===== config.mk =====
export PLATFORM = sky130hd
export DESIGN_NAME = dec_sel_sequencer_flat
export DESIGN_NICKNAME = d
export VERILOG_FILES = /design/src/rtl/dec_sel_pkg.sv /design/src/rtl/dec_sel_sequencer_if.sv /design/src/rtl/dec_sel_lfsr4.sv /design/src/rtl/dec_sel_sequencer.sv /design/src/flat_wrapper.sv
export SDC_FILE = /design/constraint.sdc
export NUM_CORES = 1
export LEC_CHECK = 0
export BUFFER_PORTS_ARGS = -buffer_cell sky130_fd_sc_hd__clkbuf_2
export CAP_MARGIN = 20
export CELL_PAD_IN_SITES_DETAIL_PLACEMENT = 0
export CELL_PAD_IN_SITES_GLOBAL_PLACEMENT = 1
export CORE_AREA = 2 2 95 97
export DETAILED_ROUTE_END_ITERATION = 7
export DIE_AREA = 0 0 97 99
export PLACE_DENSITY = 0.79
export SYNTH_ARGS = -nofsm -noshare
export SYNTH_HDL_FRONTEND = slang
export SYNTH_SLANG_ARGS = --single-unit
export TNS_END_PERCENT = 20

===== constraint.sdc =====
create_clock -name CLK -period 2.7 [get_ports CLK]
set_clock_uncertainty 0.15 [all_clocks]
set_input_delay 0.135 -clock CLK [delete_from_list [all_inputs] [get_ports CLK]]
set_output_delay 0.135 -clock CLK [all_outputs]
set_load 0.02 [all_outputs]

===== src/rtl/dec_sel_pkg.sv =====
// rtl/dec_sel_pkg.sv - shared modes, FSM states and code-sequence helpers for dec_sel_sequencer
package dec_sel_pkg;

  typedef enum logic [1:0] {
    MODE_BIN_UP = 2'b00,
    MODE_GRAY   = 2'b01,
    MODE_BIN_DN = 2'b10,
    MODE_LFSR   = 2'b11
  } mode_e;

  typedef enum logic [1:0] {
    ST_IDLE = 2'd0,
    ST_RUN  = 2'd1,
    ST_FIN  = 2'd2
  } state_e;

  // Feedback taps for x^4 + x^3 + 1 (bits 3 and 2 of a left-shifting register)
  localparam logic [3:0] LFSR_TAPS = 4'b1100;

  function automatic logic [3:0] lfsr_step(input logic [3:0] s);
    return {s[2:0], ^(s & LFSR_TAPS)};
  endfunction

  function automatic logic [1:0] first_code(input mode_e m, input logic [1:0] lfsr_code);
    case (m)
      MODE_BIN_DN: return 2'b11;
      MODE_LFSR:   return lfsr_code;
      default:     return 2'b00;
    endcase
  endfunction

  function automatic logic [1:0] next_code(input mode_e m, input logic [1:0] c,
                                           input logic [1:0] lfsr_next_code);
    case (m)
      MODE_BIN_UP: return c + 2'd1;
      MODE_GRAY: begin
        case (c)
          2'b00:   return 2'b01;
          2'b01:   return 2'b11;
          2'b11:   return 2'b10;
          default: return 2'b00;
        endcase
      end
      MODE_BIN_DN: return c - 2'd1;
      default:     return lfsr_next_code;
    endcase
  endfunction

endpackage


===== src/rtl/dec_sel_sequencer_if.sv =====
// rtl/dec_sel_sequencer_if.sv - run-control and decoder-select bundle for dec_sel_sequencer
interface dec_sel_sequencer_if #(
  parameter int DW = 8,
  parameter int CW = 16
);
  logic          START;
  logic          STOP;
  logic [1:0]    MODE;
  logic [DW-1:0] DWELL;
  logic [CW-1:0] LEN;
  logic          IN1;
  logic          IN2;
  logic          VALID;
  logic          BUSY;
  logic          DONE;
  logic [CW-1:0] STEP_CNT;
`ifdef DEC_SEL_SEQUENCER_CHECK_EN
  logic [3:0]    Q_FB;
  logic          MISMATCH;
`endif

  modport master (
    output START, STOP, MODE, DWELL, LEN,
`ifdef DEC_SEL_SEQUENCER_CHECK_EN
    output Q_FB,
    input  MISMATCH,
`endif
    input  IN1, IN2, VALID, BUSY, DONE, STEP_CNT
  );

  modport slave (
    input  START, STOP, MODE, DWELL, LEN,
`ifdef DEC_SEL_SEQUENCER_CHECK_EN
    input  Q_FB,
    output MISMATCH,
`endif
    output IN1, IN2, VALID, BUSY, DONE, STEP_CNT
  );
endinterface


===== src/rtl/dec_sel_lfsr4.sv =====
// rtl/dec_sel_lfsr4.sv - 4-bit Fibonacci LFSR, loads SEED on reset and shifts on i_adv
module dec_sel_lfsr4
  import dec_sel_pkg::*;
#(
  parameter logic [3:0] SEED = 4'h1
) (
  input  logic       clk,
  input  logic       rst_n,
  input  logic       i_adv,
  output logic [1:0] o_code,
  output logic [1:0] o_next_code
);
  // An all-zero seed would lock the register, so it is replaced by 1
  localparam logic [3:0] SEED_EFF = (SEED == 4'h0) ? 4'h1 : SEED;

  logic [3:0] r_state;
  logic [3:0] w_next;

  assign w_next      = lfsr_step(r_state);
  assign o_code      = r_state[1:0];
  assign o_next_code = w_next[1:0];

  always_ff @(posedge clk or negedge rst_n) begin
    if (!rst_n)     r_state <= SEED_EFF;
    else if (i_adv) r_state <= w_next;
  end
endmodule


===== src/rtl/dec_sel_sequencer.sv =====
// rtl/dec_sel_sequencer.sv - programmable IN1/IN2 code sequencer for the 2-to-4 decoder cell
// Optional decoder-output checker enabled by DEC_SEL_SEQUENCER_CHECK_EN.
module dec_sel_sequencer
  import dec_sel_pkg::*;
#(
  parameter int         DW        = 8,
  parameter int         CW        = 16,
  parameter logic [3:0] LFSR_SEED = 4'h1
) (
  input logic                CLK,
  input logic                RSTB,
  dec_sel_sequencer_if.slave bus
);
  state_e        r_state;
  mode_e         r_mode;
  logic [DW-1:0] r_dwell;
  logic [DW-1:0] r_dcnt;
  logic [CW-1:0] r_len;
  logic [CW-1:0] r_step;
  logic [1:0]    r_code;
  logic          r_valid;
  logic          r_busy;
  logic          r_done;

  logic       w_start;
  logic       w_last;
  logic       w_adv;
  logic [1:0] w_lfsr_code;
  logic [1:0] w_lfsr_next_code;

  assign w_start = (r_state == ST_IDLE) && bus.START && !bus.STOP;
  assign w_last  = (r_len != '0) && (r_step == r_len);
  assign w_adv   = (r_state == ST_RUN) && !bus.STOP && (r_dcnt == '0) && !w_last;

  dec_sel_lfsr4 #(.SEED(LFSR_SEED)) u_lfsr (
    .clk         (CLK),
    .rst_n       (RSTB),
    .i_adv       (w_adv && (r_mode == MODE_LFSR)),
    .o_code      (w_lfsr_code),
    .o_next_code (w_lfsr_next_code)
  );

  always_ff @(posedge CLK or negedge RSTB) begin
    if (!RSTB) begin
      r_state <= ST_IDLE;
      r_mode  <= MODE_BIN_UP;
      r_dwell <= '0;
      r_dcnt  <= '0;
      r_len   <= '0;
      r_step  <= '0;
      r_code  <= 2'b00;
      r_valid <= 1'b0;
      r_busy  <= 1'b0;
      r_done  <= 1'b0;
    end else begin
      r_done <= 1'b0;
      case (r_state)
        ST_IDLE: begin
          if (w_start) begin
            r_state <= ST_RUN;
            r_mode  <= mode_e'(bus.MODE);
            r_dwell <= bus.DWELL;
            r_dcnt  <= bus.DWELL;
            r_len   <= bus.LEN;
            r_step  <= {{(CW-1){1'b0}}, 1'b1};
            r_code  <= first_code(mode_e'(bus.MODE), w_lfsr_code);
            r_valid <= 1'b1;
            r_busy  <= 1'b1;
          end
        end
        ST_RUN: begin
          // Abort wins over dwell expiry and never produces DONE
          if (bus.STOP) begin
            r_state <= ST_IDLE;
            r_code  <= 2'b00;
            r_valid <= 1'b0;
            r_busy  <= 1'b0;
          end else if (r_dcnt != '0) begin
            r_dcnt <= r_dcnt - 1'b1;
          end else if (w_last) begin
            r_state <= ST_FIN;
            r_code  <= 2'b00;
            r_valid <= 1'b0;
            r_busy  <= 1'b0;
            r_done  <= 1'b1;
          end else begin
            r_code <= next_code(r_mode, r_code, w_lfsr_next_code);
            r_dcnt <= r_dwell;
            r_step <= r_step + 1'b1;
          end
        end
        default: r_state <= ST_IDLE;
      endcase
    end
  end

  assign bus.IN1      = r_code[1];
  assign bus.IN2      = r_code[0];
  assign bus.VALID    = r_valid;
  assign bus.BUSY     = r_busy;
  assign bus.DONE     = r_done;
  assign bus.STEP_CNT = r_step;

`ifdef DEC_SEL_SEQUENCER_CHECK_EN
  // Q_FB is compared against the code that was on IN1/IN2 one cycle earlier
  logic       r_prev_valid;
  logic [1:0] r_prev_code;
  logic       r_mismatch;

  always_ff @(posedge CLK or negedge RSTB) begin
    if (!RSTB) begin
      r_prev_valid <= 1'b0;
      r_prev_code  <= 2'b00;
      r_mismatch   <= 1'b0;
    end else begin
      r_prev_valid <= r_valid;
      r_prev_code  <= r_code;
      if (w_start)
        r_mismatch <= 1'b0;
      else if (r_prev_valid && (bus.Q_FB != (4'b0001 << r_prev_code)))
        r_mismatch <= 1'b1;
    end
  end

  assign bus.MISMATCH = r_mismatch;
`endif
endmodule


===== src/flat_wrapper.sv =====
// flat-port wrapper written by rule: the top's interface ports become plain ports
module dec_sel_sequencer_flat import dec_sel_pkg::*;
#(
  parameter int         DW        = 8,
  parameter int         CW        = 16,
  parameter logic [3:0] LFSR_SEED = 4'h1
)
  (CLK, RSTB, bus_START, bus_STOP, bus_MODE, bus_DWELL, bus_LEN, bus_IN1, bus_IN2, bus_VALID, bus_BUSY, bus_DONE, bus_STEP_CNT);
  dec_sel_sequencer_if #(.DW(DW), .CW(CW)) bus_i ();
  input logic CLK;
  input logic RSTB;
  input wire logic [$bits(bus_i.START)-1:0] bus_START;
  input wire logic [$bits(bus_i.STOP)-1:0] bus_STOP;
  input wire logic [$bits(bus_i.MODE)-1:0] bus_MODE;
  input wire logic [$bits(bus_i.DWELL)-1:0] bus_DWELL;
  input wire logic [$bits(bus_i.LEN)-1:0] bus_LEN;
  output wire logic [$bits(bus_i.IN1)-1:0] bus_IN1;
  output wire logic [$bits(bus_i.IN2)-1:0] bus_IN2;
  output wire logic [$bits(bus_i.VALID)-1:0] bus_VALID;
  output wire logic [$bits(bus_i.BUSY)-1:0] bus_BUSY;
  output wire logic [$bits(bus_i.DONE)-1:0] bus_DONE;
  output wire logic [$bits(bus_i.STEP_CNT)-1:0] bus_STEP_CNT;
  assign bus_i.START = bus_START;
  assign bus_i.STOP = bus_STOP;
  assign bus_i.MODE = bus_MODE;
  assign bus_i.DWELL = bus_DWELL;
  assign bus_i.LEN = bus_LEN;
  assign bus_IN1 = bus_i.IN1;
  assign bus_IN2 = bus_i.IN2;
  assign bus_VALID = bus_i.VALID;
  assign bus_BUSY = bus_i.BUSY;
  assign bus_DONE = bus_i.DONE;
  assign bus_STEP_CNT = bus_i.STEP_CNT;
  dec_sel_sequencer #(.DW(DW), .CW(CW), .LFSR_SEED(LFSR_SEED)) u_core (.CLK(CLK), .RSTB(RSTB), .bus(bus_i));
endmodule

==> results by group <==
Clocking
  • Clk Latency, worst-skew pair: 0.35 ns
  • CTS tree: done
  • CTS HTree Levels: 3
  • Maximum clock path buffer count: 2
  • CTS Sinks: 60
  • Reg clk slew, reported paths: 0.07 ns
  • Cts bufs inserted: 9
  • CTS resizes: 0
  • Root Driver: clkbuf_8

GRT
  • Tot GR Track Use: 18.8%
  • Initial antenna violation count: 0
  • Largest net degree at the start of global routing: 61
  • Vias in the first global route: ~2900
  • First-pass GRT wire length: 14300 um
  • Congestion Overflow GR: 0

Synthesis
  • Sequential-to-total area share from yosys stat: between 40% and 50%
  • Synth unique cells: 49
  • Post-Synth Simple-Gate Area: a little over a quarter
  • Synthesized area per cell: 8.89 um2
  • Syn_nets: 410
  • Largest family of logic cells by synthesized area: simple AND/OR/NAND/NOR gates
  • Mux cell area share after synthesis: 4.49%
  • Commonest register cell after synthesis: dfrtp_1
  • Synth Register Bits: 60
  • Cells after synthesis: 373
  • XOR/XNOR share of the synthesized area: 5.02%
  • Post-synthesis async set-or-reset flop share: 100%
  • Post-synthesis adder-cell area fraction: ~2.6%
  • Mapped cell area: between 3000 and 4000 um2
  • EDFF count, synth: 0
  • Synthesis Warnings: 0
  • Post-synthesis compound-gate area fraction: 12.5%

Pwr
  • Peak VDD IR: 245 uV
  • Comb power frac: 22.7%
  • Sw Ratio: 32.7%
  • Int Pwr: 1720 uW
  • Net switching power: 834 uW
  • Power density cells: 607 nW/um2
  • Static Leak: 0.00194 uW
  • Seq pwr share: 45.7%
  • Clock power share: between 30% and 40%

Routing
  • Final wirelength: about 8400 um
  • Pre-antenna DRT Iters: 4
  • Via count: 2951
  • Drt wl/cell: 14.8 um
  • Drt initial violations: 191
  • Remaining antenna violation count after routing: 0
  • Post-route DRC: 0
  • Vias per cell: roughly 5.2

Floorplan
  • Die width: between 90 and 100 um
  • Starting Density: between 30% and 40%
  • Core area: 8550 um2
  • Die Y: 99 um
  • # rows: 34
  • I/O Pins: 51
  • Die ar.: about 9600 um2

Finish
  • Final net count: 494
  • Final Util: between 40 and 50%
  • ANT cells: 0
  • Design area: 4200 um2
  • Area delta synth->final: 26.8%
  • FILL cells: 835
  • Layout cells sized above 1: around 21%

Timing
  • Setup TNS: 0 ns
  • Worst Hold Slack: roughly 0.083 ns
  • Final-report hold violation count: 0
  • RSZ-0062 raised after global routing: false
  • Worst-Margin Slew: 0.776 ns
  • Setup-failing EPs final: 0
  • Tmin final: 2.38 ns
  • Final period util: 88.0%
  • Max Transition Viols Final: 0
  • Fmax: 421 MHz
  • Relative slew margins: 48.3%

Job
  • Max Cap Viol: 0

Critical path
  • Slowest CP cell: dfrtp_1
  • WS Path Type: flop to flop
  • CP startpoint kind: flop
  • Max incr delay on CP: 0.41 ns
  • CP arrival: between 2 and 2.5 ns
  • CP Max Fanout: 6
  • CP endpoint kind: flop
  • Req. time, crit path: 2.81 ns
  • Worst-path cell chain: inv_1, ha_1, nor4b_4, nand2_1, nor3_2, nand2_1, or2_2, o31ai_1
  • Crit-path most repeated cell: nand2_1

Run status
  • Status: finished, final reports clean

Placed design
  • Placement Cell Area: 3740 um2
  • IO Port Bufs: 50
  • DP HPWL: 5910 um
  • Placer Congestion: 0.895

Min path
  • Path type of the worst min-delay path: input pin to flop
-- power groups by stage --
stage	combinational [uW]	clock, uW	sequential [uW]
global route	655	872	1180
detailed placement	553	0	1180
floorplan	391	0	1160
CTS	585	828	1160
global placement	538	0	1180
finish	578	808	1170
-- cell usage after synthesis (all sizes together), types with 2 or more instances --
cell | number | area [um2]
nand2b | 6 | 37.5
o311ai | 2 | 17.5
xor2 | 9 | 78.8
dfrtp | 59 | 1480
nand3 | 9 | 45.0
nand2 | 105 | 394
inv | 6 | 22.5
and2 | 6 | 37.5
o31ai | 8 | 60.1
buf | 7 | 36.3
nor4b | 3 | 41.3
or3 | 4 | 25.0
o22ai | 2 | 12.5
clkbuf | 10 | 37.5
mux2 | 7 | 78.8
nor4 | 8 | 77.6
a31oi | 3 | 18.8
o21bai | 2 | 15.0
mux2i | 7 | 70.1
xnor2 | 10 | 87.6
o21ai | 11 | 55.1
ha | 7 | 87.6
a211oi | 3 | 22.5
nor3 | 11 | 60.1
a21oi | 11 | 58.8
nor2 | 21 | 78.8
o211ai | 12 | 90.1
nand4 | 11 | 68.8
or2 | 2 | 12.5
-- kinds of logic (layout without fill, tap and decap cells) --
| kind of cell | after synthesis | count (layout) |
|---|---|---|
| multiplexers | 14 | 14 |
| AND/OR/NAND/NOR | 189 | 189 |
| adder cells (fa/ha/maj) | 7 | 7 |
| AO/OA/AOI/OAI | 61 | 61 |
| XOR/XNOR | 19 | 19 |
| flip-flops | 60 | 60 |
| buffers and inverters | 23 | 112 |
-- metrics by stage --
stage	power (uW)	instances	setup slack, ns
2_1_floorplan	1550	373	0.420
3_3_place_gp	1720	527	0.379
3_5_place_dp	1730	527	0.313
4_1_cts	2580	570	0.304
5_1_grt	2710	570	0.117
6_report	2550	570	0.325
-- worst max-delay path: cells and delay by family, from the launching register on --
| family | cells | cell delay [ns] |
|---|---|---|
| AO/OA/AOI/OAI | 1 | 0.22 |
| adder cells (fa/ha/maj) | 1 | 0.16 |
| buffers and inverters | 1 | 0.12 |
| AND/OR/NAND/NOR | 5 | 1.24 |
| flip-flops | 1 | 0.41 |
-- path summary, 6_finish.rpt --
kind,from,end,slack [ns],cells past startpoint
min in group asynchronous,RSTB,u_core.r_dwell[7],0.33,3
setup reg to reg,u_core.r_dcnt[0],u_core.bus.STEP_CNT[11],0.32,8
max in group asynchronous,RSTB,u_core.u_lfsr.r_state[2],1.55,3
setup / recovery,u_core.r_dcnt[0],u_core.bus.STEP_CNT[11],0.32,8
hold / removal,bus_STOP,u_core.bus.STEP_CNT[12],0.08,4
hold reg to reg,u_core.r_dwell[2],u_core.r_dwell[2],0.32,2
-- repair_timing --
action | CTS | global route
hold buffers | 27 | 0
endpoints found under the hold margin | 90 | 0
buffers inserted | 0 | 0
-- cell type report --
cell class | count | area (um2) | share of cell area [%]
Multi-Input combinational cell | 290 | 1720 | 40.9
Clock inverter | 6 | 65.1 | 1.55
Sequential cell | 60 | 1500 | 35.7
Timing Repair Buffer | 90 | 631 | 15.0
Tap cell | 108 | 135 | 3.21
Clock buffer | 10 | 128 | 3.04
Inverter | 6 | 22.5 | 0.536
-- cell usage in the layout, fill, tap and decap left out, types with 2 or more instances in the layout --
| cell type | instances |
|---|---|
| o21ai_0 | 10 |
| nand4_1 | 11 |
| clkinv_4 | 2 |
| xor2_1 | 9 |
| nor4b_1 | 2 |
| ha_1 | 7 |
| buf_4 | 12 |
| a31oi_1 | 3 |
| nor4_2 | 2 |
| xnor2_1 | 10 |
| clkbuf_2 | 50 |
| inv_1 | 6 |
| nor2_1 | 21 |
| o31ai_1 | 8 |
| nand3_1 | 9 |
| a21oi_1 | 10 |
| dfrtp_1 | 59 |
| mux2_2 | 6 |
| nand2b_1 | 6 |
| nor3_2 | 2 |
| dlygate4sd3_1 | 27 |
| nand2_1 | 105 |
| o311ai_0 | 2 |
| mux2i_1 | 7 |
| o21bai_1 | 2 |
| clkbuf_8 | 9 |
| or2_2 | 2 |
| o211ai_1 | 12 |
| clkinv_2 | 2 |
| nor4_1 | 5 |
| and2_1 | 6 |
| or3_1 | 4 |
| a211oi_1 | 3 |
| o22ai_1 | 2 |
| nor3_1 | 9 |
-- flip-flops by register name, summed over array words and instances (netlist names) --
signal,flops
u_core.r_len,16
u_core.r_dwell,8
u_core.bus.DONE,1
u_core.u_lfsr.r_state,4
u_core.r_dcnt,8
u_core.r_mode,2
u_core.bus.VALID,1
u_core.r_state,2
u_core.r_code,2
u_core.bus.STEP_CNT,16
-- per-layer routing --
| metal | share of wire, % | vias to the layer above | GRT usage (%) |
|---|---|---|---|
| met5 | 0 | - | 0 |
| met4 | 1.7 | 0 | 8.02 |
| met3 | 4.3 | 13 | 3.55 |
| met2 | 47 | 77 | 29.3 |
| met1 | 47 | 1384 | 25.8 |
| li1 | - | 1477 | - |
Power figures use the tool's default switching activity.
